===== config.mk =====
export PLATFORM = sky130hd
export DESIGN_NAME = vga_bounce_box_module_flat
export DESIGN_NICKNAME = d
export VERILOG_FILES = /design/src/rtl/vga_bounce_box_module_if.sv /design/src/rtl/vga_bounce_box_module.sv /design/src/flat_wrapper.sv
export SDC_FILE = /design/constraint.sdc
export NUM_CORES = 1
export LEC_CHECK = 0
export BUFFER_PORTS_ARGS = -buffer_cell sky130_fd_sc_hd__buf_2
export CAP_MARGIN = 20
export CORE_MARGIN = 2
export CORE_UTILIZATION = 60
export DETAILED_ROUTE_END_ITERATION = 8
export MAX_ROUTING_LAYER = met4
export PLACE_DENSITY = 0.8
export SLEW_MARGIN = 25
export SYNTH_ARGS = -nofsm -noshare
export SYNTH_HDL_FRONTEND = slang
export SYNTH_SLANG_ARGS = --single-unit

===== constraint.sdc =====
create_clock -name vga_clk -period 3.5 [get_ports vga_clk]
set_input_delay 0.525 -clock vga_clk [delete_from_list [all_inputs] [get_ports vga_clk]]
set_output_delay 0.525 -clock vga_clk [all_outputs]
set_load 0.005 [all_outputs]

===== src/rtl/vga_bounce_box_module_if.sv =====
// ============================================================================
// Module  : vga_bounce_box_module_if
// Purpose : Video bundle between the sync generator and the pixel stage.
// Rev     : 1.0  initial release
// ============================================================================
`default_nettype none

interface vga_bounce_box_module_if;
  logic        Ready_Sig;
  logic [10:0] Column_Addr_Sig;
  logic [10:0] Row_Addr_Sig;
  logic        HSYNC_Sig;
  logic        VSYNC_Sig;
  logic        HSYNC_Out;
  logic        VSYNC_Out;
  logic [4:0]  Red_Sig;
  logic [5:0]  Green_Sig;
  logic [4:0]  Blue_Sig;

  modport master (
    output Ready_Sig, Column_Addr_Sig, Row_Addr_Sig, HSYNC_Sig, VSYNC_Sig,
    input  HSYNC_Out, VSYNC_Out, Red_Sig, Green_Sig, Blue_Sig
  );

  modport slave (
    input  Ready_Sig, Column_Addr_Sig, Row_Addr_Sig, HSYNC_Sig, VSYNC_Sig,
    output HSYNC_Out, VSYNC_Out, Red_Sig, Green_Sig, Blue_Sig
  );
endinterface

`default_nettype wire


===== src/rtl/vga_bounce_box_module.sv =====
// ============================================================================
// Module  : vga_bounce_box_module
// Purpose : Eight colour bars with a bouncing, colour-cycling square on top.
// Rev     : 1.0  initial release
// ============================================================================
`default_nettype none

module vga_bounce_box_module #(
  parameter int H_ACT = 1440,
  parameter int V_ACT = 900,
  parameter int BOX   = 64,
  parameter int STEP  = 4,
  parameter int BAR_W = 180
) (
  input  logic                    vga_clk,
  input  logic                    rst_n,
  input  logic                    Move_En,
  vga_bounce_box_module_if.slave  vid
);

  localparam logic [11:0] C_H_ACT    = 12'(H_ACT);
  localparam logic [11:0] C_V_ACT    = 12'(V_ACT);
  localparam logic [11:0] C_BOX      = 12'(BOX);
  localparam logic [11:0] C_STEP     = 12'(STEP);
  localparam logic [7:0]  C_BAR_LAST = 8'(BAR_W - 1);

  logic        vs_q;
  logic        hs_out_q, vs_out_q;
  logic [15:0] rgb_q, rgb_d;
  logic [7:0]  bar_cnt_q, bar_cnt_d;
  logic [2:0]  bar_idx_q, bar_idx_d;
  logic [10:0] box_x_q, box_x_d, box_y_q, box_y_d;
  logic        dir_x_q, dir_x_d, dir_y_q, dir_y_d;
  logic [2:0]  col_idx_q, col_idx_d;

  logic        tick;
  logic [12:0] nx, ny;
  logic [11:0] col_e, row_e, bx_e, by_e;
  logic        in_box;

  function automatic logic [15:0] palette(input logic [2:0] i);
    case (i)
      3'd0:    palette = 16'hFFFF;
      3'd1:    palette = 16'hFFE0;
      3'd2:    palette = 16'h07FF;
      3'd3:    palette = 16'h07E0;
      3'd4:    palette = 16'hF81F;
      3'd5:    palette = 16'hF800;
      3'd6:    palette = 16'h001F;
      default: palette = 16'h0000;
    endcase
  endfunction

  // Result packing: [12] bounced, [11] new direction, [10:0] new position.
  function automatic logic [12:0] axis_next(input logic [10:0] pos, input logic dir,
                                            input logic [11:0] act);
    logic [11:0] p;
    p = {1'b0, pos};
    if (!dir) begin
      if (p + C_BOX + C_STEP >= act) axis_next = {1'b1, 1'b1, 11'(act - C_BOX)};
      else                           axis_next = {1'b0, 1'b0, 11'(p + C_STEP)};
    end else begin
      if (p <= C_STEP) axis_next = {1'b1, 1'b0, 11'd0};
      else             axis_next = {1'b0, 1'b1, 11'(p - C_STEP)};
    end
  endfunction

  assign tick = vs_q & ~vid.VSYNC_Sig;
  assign nx   = axis_next(box_x_q, dir_x_q, C_H_ACT);
  assign ny   = axis_next(box_y_q, dir_y_q, C_V_ACT);

  always_comb begin
    bar_cnt_d = bar_cnt_q;
    bar_idx_d = bar_idx_q;
    if (!vid.Ready_Sig) begin
      bar_cnt_d = '0;
      bar_idx_d = '0;
    end else if (bar_cnt_q == C_BAR_LAST) begin
      bar_cnt_d = '0;
      if (bar_idx_q != 3'd7) bar_idx_d = bar_idx_q + 3'd1;
    end else begin
      bar_cnt_d = bar_cnt_q + 8'd1;
    end
  end

  // A corner hit bounces both axes but still advances the colour only once.
  always_comb begin
    box_x_d   = box_x_q;
    box_y_d   = box_y_q;
    dir_x_d   = dir_x_q;
    dir_y_d   = dir_y_q;
    col_idx_d = col_idx_q;
    if (tick && Move_En) begin
      box_x_d   = nx[10:0];
      dir_x_d   = nx[11];
      box_y_d   = ny[10:0];
      dir_y_d   = ny[11];
      col_idx_d = col_idx_q + {2'b00, (nx[12] | ny[12])};
    end
  end

  assign col_e  = {1'b0, vid.Column_Addr_Sig};
  assign row_e  = {1'b0, vid.Row_Addr_Sig};
  assign bx_e   = {1'b0, box_x_q};
  assign by_e   = {1'b0, box_y_q};
  assign in_box = vid.Ready_Sig & (col_e >= bx_e) & (col_e < bx_e + C_BOX)
                                & (row_e >= by_e) & (row_e < by_e + C_BOX);

  always_comb begin
    rgb_d = '0;
    if (vid.Ready_Sig) rgb_d = in_box ? ~palette(col_idx_q) : palette(bar_idx_q);
  end

  always_ff @(posedge vga_clk or negedge rst_n) begin
    if (!rst_n) begin
      vs_q      <= 1'b0;
      hs_out_q  <= 1'b0;
      vs_out_q  <= 1'b0;
      rgb_q     <= '0;
      bar_cnt_q <= '0;
      bar_idx_q <= '0;
      box_x_q   <= '0;
      box_y_q   <= '0;
      dir_x_q   <= 1'b0;
      dir_y_q   <= 1'b0;
      col_idx_q <= '0;
    end else begin
      vs_q      <= vid.VSYNC_Sig;
      hs_out_q  <= vid.HSYNC_Sig;
      vs_out_q  <= vid.VSYNC_Sig;
      rgb_q     <= rgb_d;
      bar_cnt_q <= bar_cnt_d;
      bar_idx_q <= bar_idx_d;
      box_x_q   <= box_x_d;
      box_y_q   <= box_y_d;
      dir_x_q   <= dir_x_d;
      dir_y_q   <= dir_y_d;
      col_idx_q <= col_idx_d;
    end
  end

  assign vid.HSYNC_Out = hs_out_q;
  assign vid.VSYNC_Out = vs_out_q;
  assign vid.Red_Sig   = rgb_q[15:11];
  assign vid.Green_Sig = rgb_q[10:5];
  assign vid.Blue_Sig  = rgb_q[4:0];

endmodule

`default_nettype wire


===== src/flat_wrapper.sv =====
// flat-port wrapper written by rule: the top's interface ports become plain ports
module vga_bounce_box_module_flat 
#(
  parameter int H_ACT = 1440,
  parameter int V_ACT = 900,
  parameter int BOX   = 64,
  parameter int STEP  = 4,
  parameter int BAR_W = 180
)
  (vga_clk, rst_n, Move_En, vid_Ready_Sig, vid_Column_Addr_Sig, vid_Row_Addr_Sig, vid_HSYNC_Sig, vid_VSYNC_Sig, vid_HSYNC_Out, vid_VSYNC_Out, vid_Red_Sig, vid_Green_Sig, vid_Blue_Sig);
  vga_bounce_box_module_if vid_i ();
  input  logic vga_clk;
  input  logic rst_n;
  input  logic Move_En;
  input wire logic [$bits(vid_i.Ready_Sig)-1:0] vid_Ready_Sig;
  input wire logic [$bits(vid_i.Column_Addr_Sig)-1:0] vid_Column_Addr_Sig;
  input wire logic [$bits(vid_i.Row_Addr_Sig)-1:0] vid_Row_Addr_Sig;
  input wire logic [$bits(vid_i.HSYNC_Sig)-1:0] vid_HSYNC_Sig;
  input wire logic [$bits(vid_i.VSYNC_Sig)-1:0] vid_VSYNC_Sig;
  output wire logic [$bits(vid_i.HSYNC_Out)-1:0] vid_HSYNC_Out;
  output wire logic [$bits(vid_i.VSYNC_Out)-1:0] vid_VSYNC_Out;
  output wire logic [$bits(vid_i.Red_Sig)-1:0] vid_Red_Sig;
  output wire logic [$bits(vid_i.Green_Sig)-1:0] vid_Green_Sig;
  output wire logic [$bits(vid_i.Blue_Sig)-1:0] vid_Blue_Sig;
  assign vid_i.Ready_Sig = vid_Ready_Sig;
  assign vid_i.Column_Addr_Sig = vid_Column_Addr_Sig;
  assign vid_i.Row_Addr_Sig = vid_Row_Addr_Sig;
  assign vid_i.HSYNC_Sig = vid_HSYNC_Sig;
  assign vid_i.VSYNC_Sig = vid_VSYNC_Sig;
  assign vid_HSYNC_Out = vid_i.HSYNC_Out;
  assign vid_VSYNC_Out = vid_i.VSYNC_Out;
  assign vid_Red_Sig = vid_i.Red_Sig;
  assign vid_Green_Sig = vid_i.Green_Sig;
  assign vid_Blue_Sig = vid_i.Blue_Sig;
  vga_bounce_box_module #(.H_ACT(H_ACT), .V_ACT(V_ACT), .BOX(BOX), .STEP(STEP), .BAR_W(BAR_W)) u_core (.vga_clk(vga_clk), .rst_n(rst_n), .Move_En(Move_En), .vid(vid_i));
endmodule

==> out/results.txt, run 1 <==
CTS tree: yes
CP max FO: 12
Final worst-path cycle share: 87.7%
Placed Cells: 541
# clock sinks: 39
Initial antenna violation count: 0
Worst setup startpoint: u_core.box_y_q[6]
Reg2Reg Launch Point: u_core.box_y_q[6]
DIE AREA: 0.00694 mm2
Area Overhead vs Synth: 6.27%
GR Util met3: 3.78%
GRT overflow: 0
Measured slew at the worst slew-check pin: 0.881 ns
Hold_ws: 0.333 ns
Clk Latency, worst-skew pair: 0.29 ns
Buffer levels on the longest clock path: 2
Post-synthesis cell area: 0.00377 mm2
Simple-Gate Fraction of Synth Area: 19.6%
Reg2reg path depth: 11
Seq/Total Area, Yosys: 25.9%
DIE HEIGHT: 83.3 um
Hold Path Class: in -> reg
Layer with the highest usage: met2
Critical path data arrival time: 3.26 ns
Cells after Synth: 455
Vias/cell: 6.22
Ant diodes: 0
Post-CTS Setup Bufs: 0
Layout Nets: 552
Post-synthesis mux area share: 1.59%
HPWL Detailed: 6480 um
Synth warn: 0
Synth Area in Adders: 16.9%
Critical Path Max Stage Delay: 0.60 ns
Die Span X: 83.3 um
Core area: 0.00599 mm2
Setup TNS: 0 ns
CTS H-tree depth: 2
I/O Buffers: 41
Leakage power: 1.78 nW
Cell variety after synth: 65
Top-area cell type share of the netlist area: 25.9%
Clk pin slew, worst setup/hold paths: 0.08 ns
CTS resizes: 0
Reg-to-Reg End: u_core.col_idx_q[1]
# fillers: 504
CTS root buffer: clkbuf_8
Crit path required time: 3.69 ns
Power density over the cells: 683 mW/mm2
First-pass GRT wire length: 15000 um
CTS Buf Count: 5
Max VDD drop: 383 uV
# Max-Cap Violations: 0
Final Critical Period: 3.07 ns
Top achievable clock speed: 326 MHz
Hold Violations, Final: 0
All-Layer GR Usage: 26.6%
Syn_nets: 534
IO Pins: 46
Antenna viol nets, final: 0
Slew headroom: 41.3%
GP Congestion: 0.920
Wire per inst: 16.1 um
DR vias: 3414
Synthesis-stage register bit count: 39
Crit path to: u_core.col_idx_q[1]
Vias in the first global route: 3228
Post-synth top flop: dfrtp_1
CP Launch Type: flop
Cts hold-fix bufs: 0
CP Class: reg -> reg
Synth Area in Compound Gates: 22.4%
Met1 Usage GRT: 34.9%
GRT met2 Usage: 42.7%
FF+latch area: 976 um2
DRC: 0
Leading area contributor after synthesis: dfrtp_1
Run status: finished, final reports clean
Post-Route WL: 8850 um
Util after Layout: 66.9%
Pwr Total: 2.74 mW
Unrepaired setup endpoints after global routing: no
Multi-input gate area: 0.00247 mm2
XOR/XNOR Fraction of Synth Area: 4.88%
Layout Cells excl Fill: 549
Largest family of logic cells by synthesized area: compound AO/OA/AOI/OAI gates
CP max stage cell: dfrtp_1
Initial Util: 62.9%
Mean post-synth cell area: 8.29 um2
DRT iter0 DRCs: 218
FP Rows: 28
Largest net degree at the start of global routing: 40
Crit path cell chain: inv_1, ha_1, or3_1, a311o_1, o211ai_4, nand2_1, nand3_1, ha_1, ha_1, nand2_1, nand2_1
Clock skew: 0.00468 ns
Post-synth ARST share: 100%
DRT Pass-1 Iters: 5
Finish-stage setup viols: 0
Post-synth EDFFs: 0
Fin. max-slew vios: 0
CP endpoint kind: flop
Ranking of synthesized cells by area: dfrtp_1 (26%), ha_1 (17%), o21ai_0 (3.8%)
R2R Setup Slk: 0.43 ns
Fraction of layout instances using a drive strength above 1: 13.3%
report_power, final:
part	total [mW]	internal [mW]	leakage, nW	switching [mW]
clock	0.393	0.215	0.0548	0.178
sequential	0.840	0.560	0.478	0.280
combinational	1.50	0.645	1.25	0.857
worst max-delay path, delay by kind of cell, from the launching register on:
kind / cells / cell delay [ns]
flip-flops: 1 / 0.60
buffers and inverters: 1 / 0.18
AND/OR/NAND/NOR: 5 / 0.78
AO/OA/AOI/OAI: 2 / 0.69
adder cells (fa/ha/maj): 3 / 0.72
worst min path at each step:
| stage | cells past startpoint | from | endpoint | slack [ns] |
|---|---|---|---|---|
| final | 1 | vid_HSYNC_Sig | u_core.vid.HSYNC_Out | 0.33 |
| after global placement | 1 | u_core.col_idx_q[2] | u_core.col_idx_q[2] | 0.46 |
| after global routing | 1 | vid_HSYNC_Sig | u_core.vid.HSYNC_Out | 0.32 |
| after floorplan | 0 | rst_n | u_core.bar_cnt_q[0] | 0.23 |
| after detailed placement | 1 | u_core.col_idx_q[2] | u_core.col_idx_q[2] | 0.47 |
| after CTS | 1 | vid_HSYNC_Sig | u_core.vid.HSYNC_Out | 0.33 |
flip-flops by register name, indices dropped and copies added, names as in the netlist:
register and count:
u_core.dir_x_q 1, u_core.bar_idx_q 3, u_core.bar_cnt_q 8, u_core.vs_q 1, u_core.dir_y_q 1, u_core.col_idx_q 3, u_core.box_y_q 9, u_core.rgb_q 3
u_core.box_x_q 9, u_core.vid.HSYNC_Out 1
routing by layer:
metal / vias up / part of all wire, %
met5: - / 0
met4: 0 / 2.3
met3: 19 / 4.8
met2: 110 / 48
met1: 1607 / 45
li1: 1678 / -
cells in the mapped netlist (6+ instances only):
master    number
o22ai_1        8
mux2i_1        6
o21ai_0       29
dfrtp_1       39
clkbuf_1      15
a21oi_1       24
nand2_1       34
inv_1         30
nor2_1        32
nor3_1        14
xnor2_1       16
a31oi_1        9
buf_4         16
ha_1          51
nand3_1       27
metrics by stage:
| step | instance area, um2 | setup slack [ns] |
|---|---|---|
| 2_1_floorplan | 3770 | 0.758 |
| 3_3_place_gp | 3890 | 0.520 |
| 3_5_place_dp | 3890 | 0.442 |
| 4_1_cts | 4010 | 0.440 |
| 5_1_grt | 4010 | 0.243 |
| 6_report | 4010 | 0.430 |
cell type report:
type	count	share of cell area, %
Timing Repair Buffer	46	6.06
Clock buffer	5	1.72
Tap cell	75	2.34
Clock inverter	3	1.16
Inverter	30	2.81
Multi-Input combinational cell	351	61.6
Sequential cell	39	24.4
cells in the final DEF, fill, tap and decap left out, drive strengths merged, types with 3 or more instances in the layout:
cell type / netlist / layout
a21oi: 25 / 25
ha: 51 / 51
nand3: 27 / 27
nand2: 34 / 34
inv: 30 / 31
o21ai: 32 / 32
o22ai: 8 / 8
a31oi: 10 / 10
nor2: 32 / 32
nor3: 14 / 14
nand2b: 5 / 5
xor2: 5 / 5
clkbuf: 15 / 5
buf: 20 / 46
o211ai: 5 / 5
and3: 5 / 5
mux2i: 6 / 6
or3: 4 / 4
dfrtp: 39 / 39
and2: 5 / 5
nand4: 5 / 5
o21bai: 3 / 3
o21a: 5 / 5
nor4: 4 / 4
o221ai: 4 / 4
o311ai: 3 / 3
a32oi: 3 / 3
xnor2: 16 / 16
or4: 3 / 3
logic make-up (layout without fill, tap and decap cells):
kind of cell	count (synthesis)	after routing
xor gates and xnor gates	21	21
buffers and inverters	65	84
adders and majority gates	51	51
and+or+nand+nor	148	148
muxes	6	6
DFF	39	39
AOI/OAI and AO/OA	125	125
No activity file was read; power rests on OpenSTA's default activity.
==> inputs of run 2 (changes only) <==
--- a/config.mk
+++ b/config.mk
@@ -7,7 +7,6 @@
 export LEC_CHECK = 0
 export BUFFER_PORTS_ARGS = -buffer_cell sky130_fd_sc_hd__buf_2
 export CAP_MARGIN = 20
-export CORE_MARGIN = 2
 export CORE_UTILIZATION = 60
 export DETAILED_ROUTE_END_ITERATION = 8
 export MAX_ROUTING_LAYER = met4
==> run 2 against run 1 <==
  * Setup slack lost 0.0044 ns
  * Critical path depth did not move
  * Sequential power about the same
  * Register-to-register slack barely moved
  * First-iteration DRC count increased by 13%
  * Routed wire length fell by 1.6%
  * Critical endpoint unchanged
  * Largest cell class unchanged
  * Largest power group unchanged
  * Highest routed layer unchanged
==> out/results.txt, run 2 (same netlist as run 1, synthesis figures left out) <==
DR vias: 3486 (+2.1%)
Reg2reg path depth: 11 (unchanged)
Post-Route WL: 8710 um (-1.6%)
Commonest non-fill, non-tap cell in the layout: ha_1
Reg-to-Reg End: u_core.col_idx_q[1]
Setup TNS: 0 ns (unchanged)
Run status: finished, final reports clean
Buffer levels on the longest clock path: 2 (unchanged)
Slew headroom: 43.4% (+2.2 points)
Critical Path Max Stage Delay: 0.53 ns (-0.07 ns)
Most frequent cells in the layout: ha_1 (51), buf_2 (41), dfrtp_1 (39), nand2_1 (34), nor2_1 (32)
Clock network fraction of total power: 14.6% (+0.2 points)
Initial antenna violation count: 0 (unchanged)
Vias/cell: 6.36 (+2.3%)
First-pass GRT wire length: 14100 um (-5.8%)
Crit path cell chain: ha_1, xnor2_1, nor3_1, o21a_1, a311oi_2, a21o_1, nand3_1, ha_1, ha_1, nand2_1, nand2_1
Clock skew: 0.00877 ns (+0.00409 ns)
Gate power share: 55.0% (about the same)
DRT Pass-1 Iters: 5 (unchanged)
CTS tree: yes
# Max-Cap Violations: 0 (unchanged)
CP Launch Type: flop
FP Rows: 28 (unchanged)
CP max FO: 11 (-1)
CP Depth: 11 (unchanged)
Top routing layer used: met4
Measured slew at the worst slew-check pin: 0.849 ns (-0.0323 ns)
CP Class: reg -> reg
Worst setup startpoint: u_core.box_x_q[6]
HPWL Detailed: 6490 um (+0.14%)
CTS H-tree depth: 2 (unchanged)
Reg2Reg Launch Point: u_core.box_x_q[6]
Bufs and invs on worst path: 0 (-1)
M1 WL: 3700 um (-6.5%)
# clock sinks: 39 (unchanged)
CTS root buffer: clkbuf_8
GP Congestion: 0.901 (-2.1%)
Cell Int Power: 1.44 mW (+1.5%)
Die Span X: 81.3 um (-2.4%)
Ant diodes: 0 (unchanged)
CTS resizes: 0 (unchanged)
Initial Util: 62.9% (unchanged)
DIE HEIGHT: 81.3 um (-2.4%)
Unrepaired setup endpoints after global routing: no
DRT iter0 DRCs: 247 (+13%)
Clk Latency, worst-skew pair: 0.30 ns (about the same)
DRC: 0 (unchanged)
Power density over the cells: 689 mW/mm2 (+0.93%)
Post-CTS Setup Bufs: 0 (unchanged)
Largest net degree at the start of global routing: 40 (unchanged)
Top achievable clock speed: 325 MHz (-0.14%)
Max VDD drop: 398 uV (+3.8%)
I/O Buffers: 41 (unchanged)
Cts hold-fix bufs: 0 (unchanged)
Largest registers: u_core.box_x_q x9, u_core.box_y_q x9, u_core.bar_cnt_q x8
Final Critical Period: 3.07 ns (+0.00440 ns)
Crit path required time: 3.69 ns (about the same)
Fraction of layout instances using a drive strength above 1: 13.1% (-0.18 points)
IO Pins: 46 (unchanged)
Vias in the first global route: 3225 (-0.093%)
CP endpoint kind: flop
DIE AREA: 0.00661 mm2 (-4.7%)
Leakage power: 1.79 nW (about the same)
Core area: 0.00599 mm2 (unchanged)
Clk pin slew, worst setup/hold paths: 0.09 ns (about the same)
Hold Path Class: in -> async
Sequential Power Share: 30.4% (-0.3 points)
Most frequent CP cell: ha_1
Cell family with most CP delay: compound AO/OA/AOI/OAI gates
All-Layer GR Usage: 28.4% (+1.8 points)
Critical path data arrival time: 3.27 ns (about the same)
Wire per inst: 15.9 um (-1.4%)
Finish-stage setup viols: 0 (unchanged)
Fin. max-slew vios: 0 (unchanged)
# fillers: 490 (-2.8%)
Met3 wire length: 445 um (+5.5%)
CTS Buf Count: 5 (unchanged)
CP max stage cell: dfrtp_1
Met2 WL: 4270 um (+0.14%)
Finished Cell Area: 0.00400 mm2 (-0.12%)
Placement Cell Area: 0.00388 mm2 (-0.19%)
Hold_ws: 0.325 ns (-0.00807 ns)
NetSw: 1.32 mW (about the same)
Layout Nets: 551 (-0.18%)
Final worst-path cycle share: 87.8% (+0.13 points)
Sw frac: 47.7% (-0.36 points)
GRT overflow: 0 (unchanged)
R2R Setup Slk: 0.43 ns (about the same)
Util after Layout: 66.8% (-0.084 points)
Area Overhead vs Synth: 6.14%
Antenna viol nets, final: 0 (unchanged)
Hold Violations, Final: 0 (unchanged)
Pwr Total: 2.76 mW (+0.80%)
run 2: changes by cell type in the layout (fill, tap and decap cells not counted):
cell | previous run | this run
buf_4 | 5 | 4
clkbuf_8 | 5 | 6
clkinv_2 | 0 | 1
clkinvlp_4 | 1 | 0
inv_6 | 1 | 0
run 2: area by class of cell:
class,instances,area [um2],area share (%)
Multi-Input combinational cell,351,2470,61.6
Sequential cell,39,976,24.4
Timing Repair Buffer,45,235,5.88
Inverter,30,113,2.81
Tap cell,75,93.8,2.34
Clock buffer,6,82.6,2.06
Clock inverter,2,35.0,0.875
run 2: power groups by stage:
stage | Sequential (mW) | Clock [mW] | Combinational, mW
3_5_place_dp | 0.839 | 0 | 1.49
2_1_floorplan | 0.666 | 0 | 1.33
3_3_place_gp | 0.830 | 0 | 1.43
4_1_cts | 0.829 | 0.405 | 1.50
5_1_grt | 0.861 | 0.420 | 1.71
6_report | 0.840 | 0.401 | 1.52
run 2: worst max-delay path by stage:
stage,to
floorplan,u_core.col_idx_q[1]
global placement,u_core.col_idx_q[1]
detailed placement,u_core.col_idx_q[1]
CTS,u_core.col_idx_q[1]
global route,u_core.col_idx_q[1]
finish,u_core.col_idx_q[1]
run 2: layer usage:
metal | track usage, % | vias to the layer above
li1 | - | 1684
met1 | 34.0 | 1632
met2 | 46.6 | 139
met3 | 4.04 | 31
met4 | 13.9 | 0
met5 | - | -
run 2: through the flow:
step | instances | setup slack [ns]
final | 548 | 0.426
after global routing | 548 | 0.221
after CTS | 548 | 0.476
after detailed placement | 540 | 0.496
after global placement | 540 | 0.579
after floorplan | 455 | 0.758
==> inputs of run 3 (changes only) <==
--- a/config.mk
+++ b/config.mk
@@ -10,7 +10,7 @@
 export CORE_UTILIZATION = 60
 export DETAILED_ROUTE_END_ITERATION = 8
 export MAX_ROUTING_LAYER = met4
-export PLACE_DENSITY = 0.8
+export PLACE_DENSITY = 0.83
 export SLEW_MARGIN = 25
 export SYNTH_ARGS = -nofsm -noshare
 export SYNTH_HDL_FRONTEND = slang
==> run 3 against run 2 <==
  * Clock power shrank 7.5%
  * Sequential share of layout area is essentially flat
  * Critical endpoint unchanged
  * Global-route usage grew 1.3 points
  * Sequential power is essentially flat
  * Register-to-register slack gained 0.10 ns
  * Via count shrank 0.52%
  * Clock skew grew 0.0043 ns
  * Final cell count is the same
  * Routed wire length is essentially flat
  * Largest power group unchanged
  * Combinational power is essentially flat
  * Critical path type unchanged
  * Utilization shrank 0.063 points
  * Flip-flop and latch count is the same
==> out/results.txt, run 3 (same netlist as run 1, synthesis figures left out) <==
Initial Util: 62.9% (unchanged)
I/O Buffers: 41 (unchanged)
FP Rows: 28 (unchanged)
CTS tree: yes
CTS Buf Count: 5 (unchanged)
Commonest non-fill, non-tap cell in the layout: ha_1
# Max-Cap Violations: 0 (unchanged)
Fin. max-slew vios: 0 (unchanged)
CTS root buffer: clkbuf_8
CP max FO: 8 (-3)
Wire per inst: 15.9 um (about the same)
Cts hold-fix bufs: 0 (unchanged)
Largest registers: u_core.box_x_q x9, u_core.box_y_q x9, u_core.bar_cnt_q x8
GRT overflow: 0 (unchanged)
Hold Path Class: in -> async
CTS H-tree depth: 2 (unchanged)
Clock network fraction of total power: 13.6% (-1.0 points)
Cell Int Power: 1.42 mW (-1.7%)
Die Span X: 81.3 um (unchanged)
DRT Pass-1 Iters: 5 (unchanged)
Setup TNS: 0 ns (unchanged)
Worst setup slack after layout: 0.530 ns (+0.104 ns)
Critical path data arrival time: 3.17 ns (-0.10 ns)
CP Launch Type: flop
CTS resizes: 0 (unchanged)
NetSw: 1.31 mW (-0.22%)
Reg2reg path depth: 12 (+1)
Crit path required time: 3.70 ns (about the same)
Clk Latency, worst-skew pair: 0.30 ns (about the same)
Reg-to-Reg End: u_core.col_idx_q[1]
Max VDD drop: 499 uV (+25%)
Layout Nets: 552 (+0.18%)
Vias in the first global route: 3344 (+3.7%)
Largest net degree at the start of global routing: 40 (unchanged)
DIE HEIGHT: 81.3 um (unchanged)
Leakage power: 1.78 nW (-0.34%)
Power density over the cells: 683 mW/mm2 (-0.91%)
DRT iter0 DRCs: 287 (+16%)
Antenna viol nets, final: 0 (unchanged)
Worst setup startpoint: u_core.box_y_q[2]
Post-CTS Setup Bufs: 0 (unchanged)
Most frequent cells in the layout: ha_1 (51), buf_2 (41), dfrtp_1 (39), nand2_1 (34), nor2_1 (32)
DRC: 0 (unchanged)
CP Class: reg -> reg
Clock skew: 0.0130 ns (+0.00427 ns)
DR vias: 3468 (-0.52%)
Slew headroom: 42.2% (-1.2 points)
DIE AREA: 0.00661 mm2 (unchanged)
Core area: 0.00599 mm2 (unchanged)
R2R Setup Slk: 0.53 ns (+0.10 ns)
Post-Route WL: 8710 um (about the same)
Final Critical Period: 2.97 ns (-0.104 ns)
All-Layer GR Usage: 29.7% (+1.3 points)
IO Pins: 46 (unchanged)
Run status: finished, final reports clean
# clock sinks: 39 (unchanged)
Buffer levels on the longest clock path: 2 (unchanged)
Finish-stage setup viols: 0 (unchanged)
Finished Cell Area: 0.00400 mm2 (about the same)
Placement Cell Area: 0.00389 mm2 (+0.19%)
First-pass GRT wire length: 14900 um (+5.3%)
Hold Violations, Final: 0 (unchanged)
Clk pin slew, worst setup/hold paths: 0.08 ns (about the same)
Area Overhead vs Synth: 6.04% (about the same)
GP Congestion: 0.918 (+1.9%)
Reg2Reg Launch Point: u_core.box_y_q[2]
Final worst-path cycle share: 84.9% (-3.0 points)
Vias/cell: 6.33 (-0.52%)
# fillers: 497 (+1.4%)
Pwr Total: 2.73 mW (-1.0%)
Gate power share: 55.7% (+0.7 points)
Setup slack at placement: 0.583 ns (+0.0872 ns)
Ant diodes: 0 (unchanged)
Sequential Power Share: 30.7% (+0.3 points)
Unrepaired setup endpoints after global routing: no
HPWL Detailed: 6430 um (-0.94%)
Placed Cells: 541 (+0.19%)
CP endpoint kind: flop
Measured slew at the worst slew-check pin: 0.868 ns (+0.0186 ns)
Top achievable clock speed: 337 MHz (+3.5%)
Fraction of layout instances using a drive strength above 1: 13.1% (unchanged)
Sw frac: 48.1% (+0.38 points)
Initial antenna violation count: 0 (unchanged)
Layout Cells excl Fill: 548 (unchanged)
-- run 3: cell count changes in the layout (fill, tap and decap cells not counted), sizes merged --
cell	change
clkbuf	-1
clkinv	-1
clkinvlp	+1
buf	+1
-- run 3: cell type report --
class,count,area [um2],area share [%]
Tap cell,75,93.8,2.35
Sequential cell,39,976,24.4
Clock inverter,2,37.5,0.939
Timing Repair Buffer,46,243,6.07
Inverter,30,113,2.82
Clock buffer,5,68.8,1.72
Multi-Input combinational cell,351,2470,61.7
-- run 3: power groups by stage --
stage                     clock [mW]  sequential (mW)  combinational [mW]
after floorplan                    0            0.666                1.33
after global placement             0            0.829                1.42
after detailed placement           0            0.836                1.49
after CTS                      0.377            0.826                1.51
after global routing           0.392            0.869                1.72
final                          0.371            0.839                1.52
-- run 3: how the worst max path moves through the flow --
stage	end	slack, ns	depth (start not counted)
floorplan	u_core.col_idx_q[1]	0.76	12
global placement	u_core.col_idx_q[1]	0.66	12
detailed placement	u_core.col_idx_q[1]	0.58	12
CTS	u_core.col_idx_q[1]	0.54	12
global route	u_core.col_idx_q[1]	0.31	12
finish	u_core.col_idx_q[1]	0.53	12
-- run 3: worst max-delay path, cell delays in order, from the launching register on --
cell	delay, ns
dfrtp_1	0.52
ha_1	0.31
and3_2	0.28
nand3_1	0.15
nor4_1	0.50
a311oi_1	0.10
buf_4	0.18
nand2_1	0.12
nand3_1	0.11
ha_1	0.22
ha_1	0.28
nand2_1	0.06
nand2_1	0.04
-- run 3: metrics by stage --
step	hold slack (ns)	utilization, %
6_report	0.325	66.8
5_1_grt	0.320	66.8
4_1_cts	0.322	66.8
3_5_place_dp	0.485	65.0
3_3_place_gp	0.462	65.0
2_1_floorplan	0.229	-
-- run 3: metal layers --
layer	vias up	GRT usage (%)	wire [um]
met2	148	50.0	4330
met3	20	5.51	577
li1	1693	-	-
met5	-	-	0
met1	1607	35.1	3630
met4	0	11.3	182
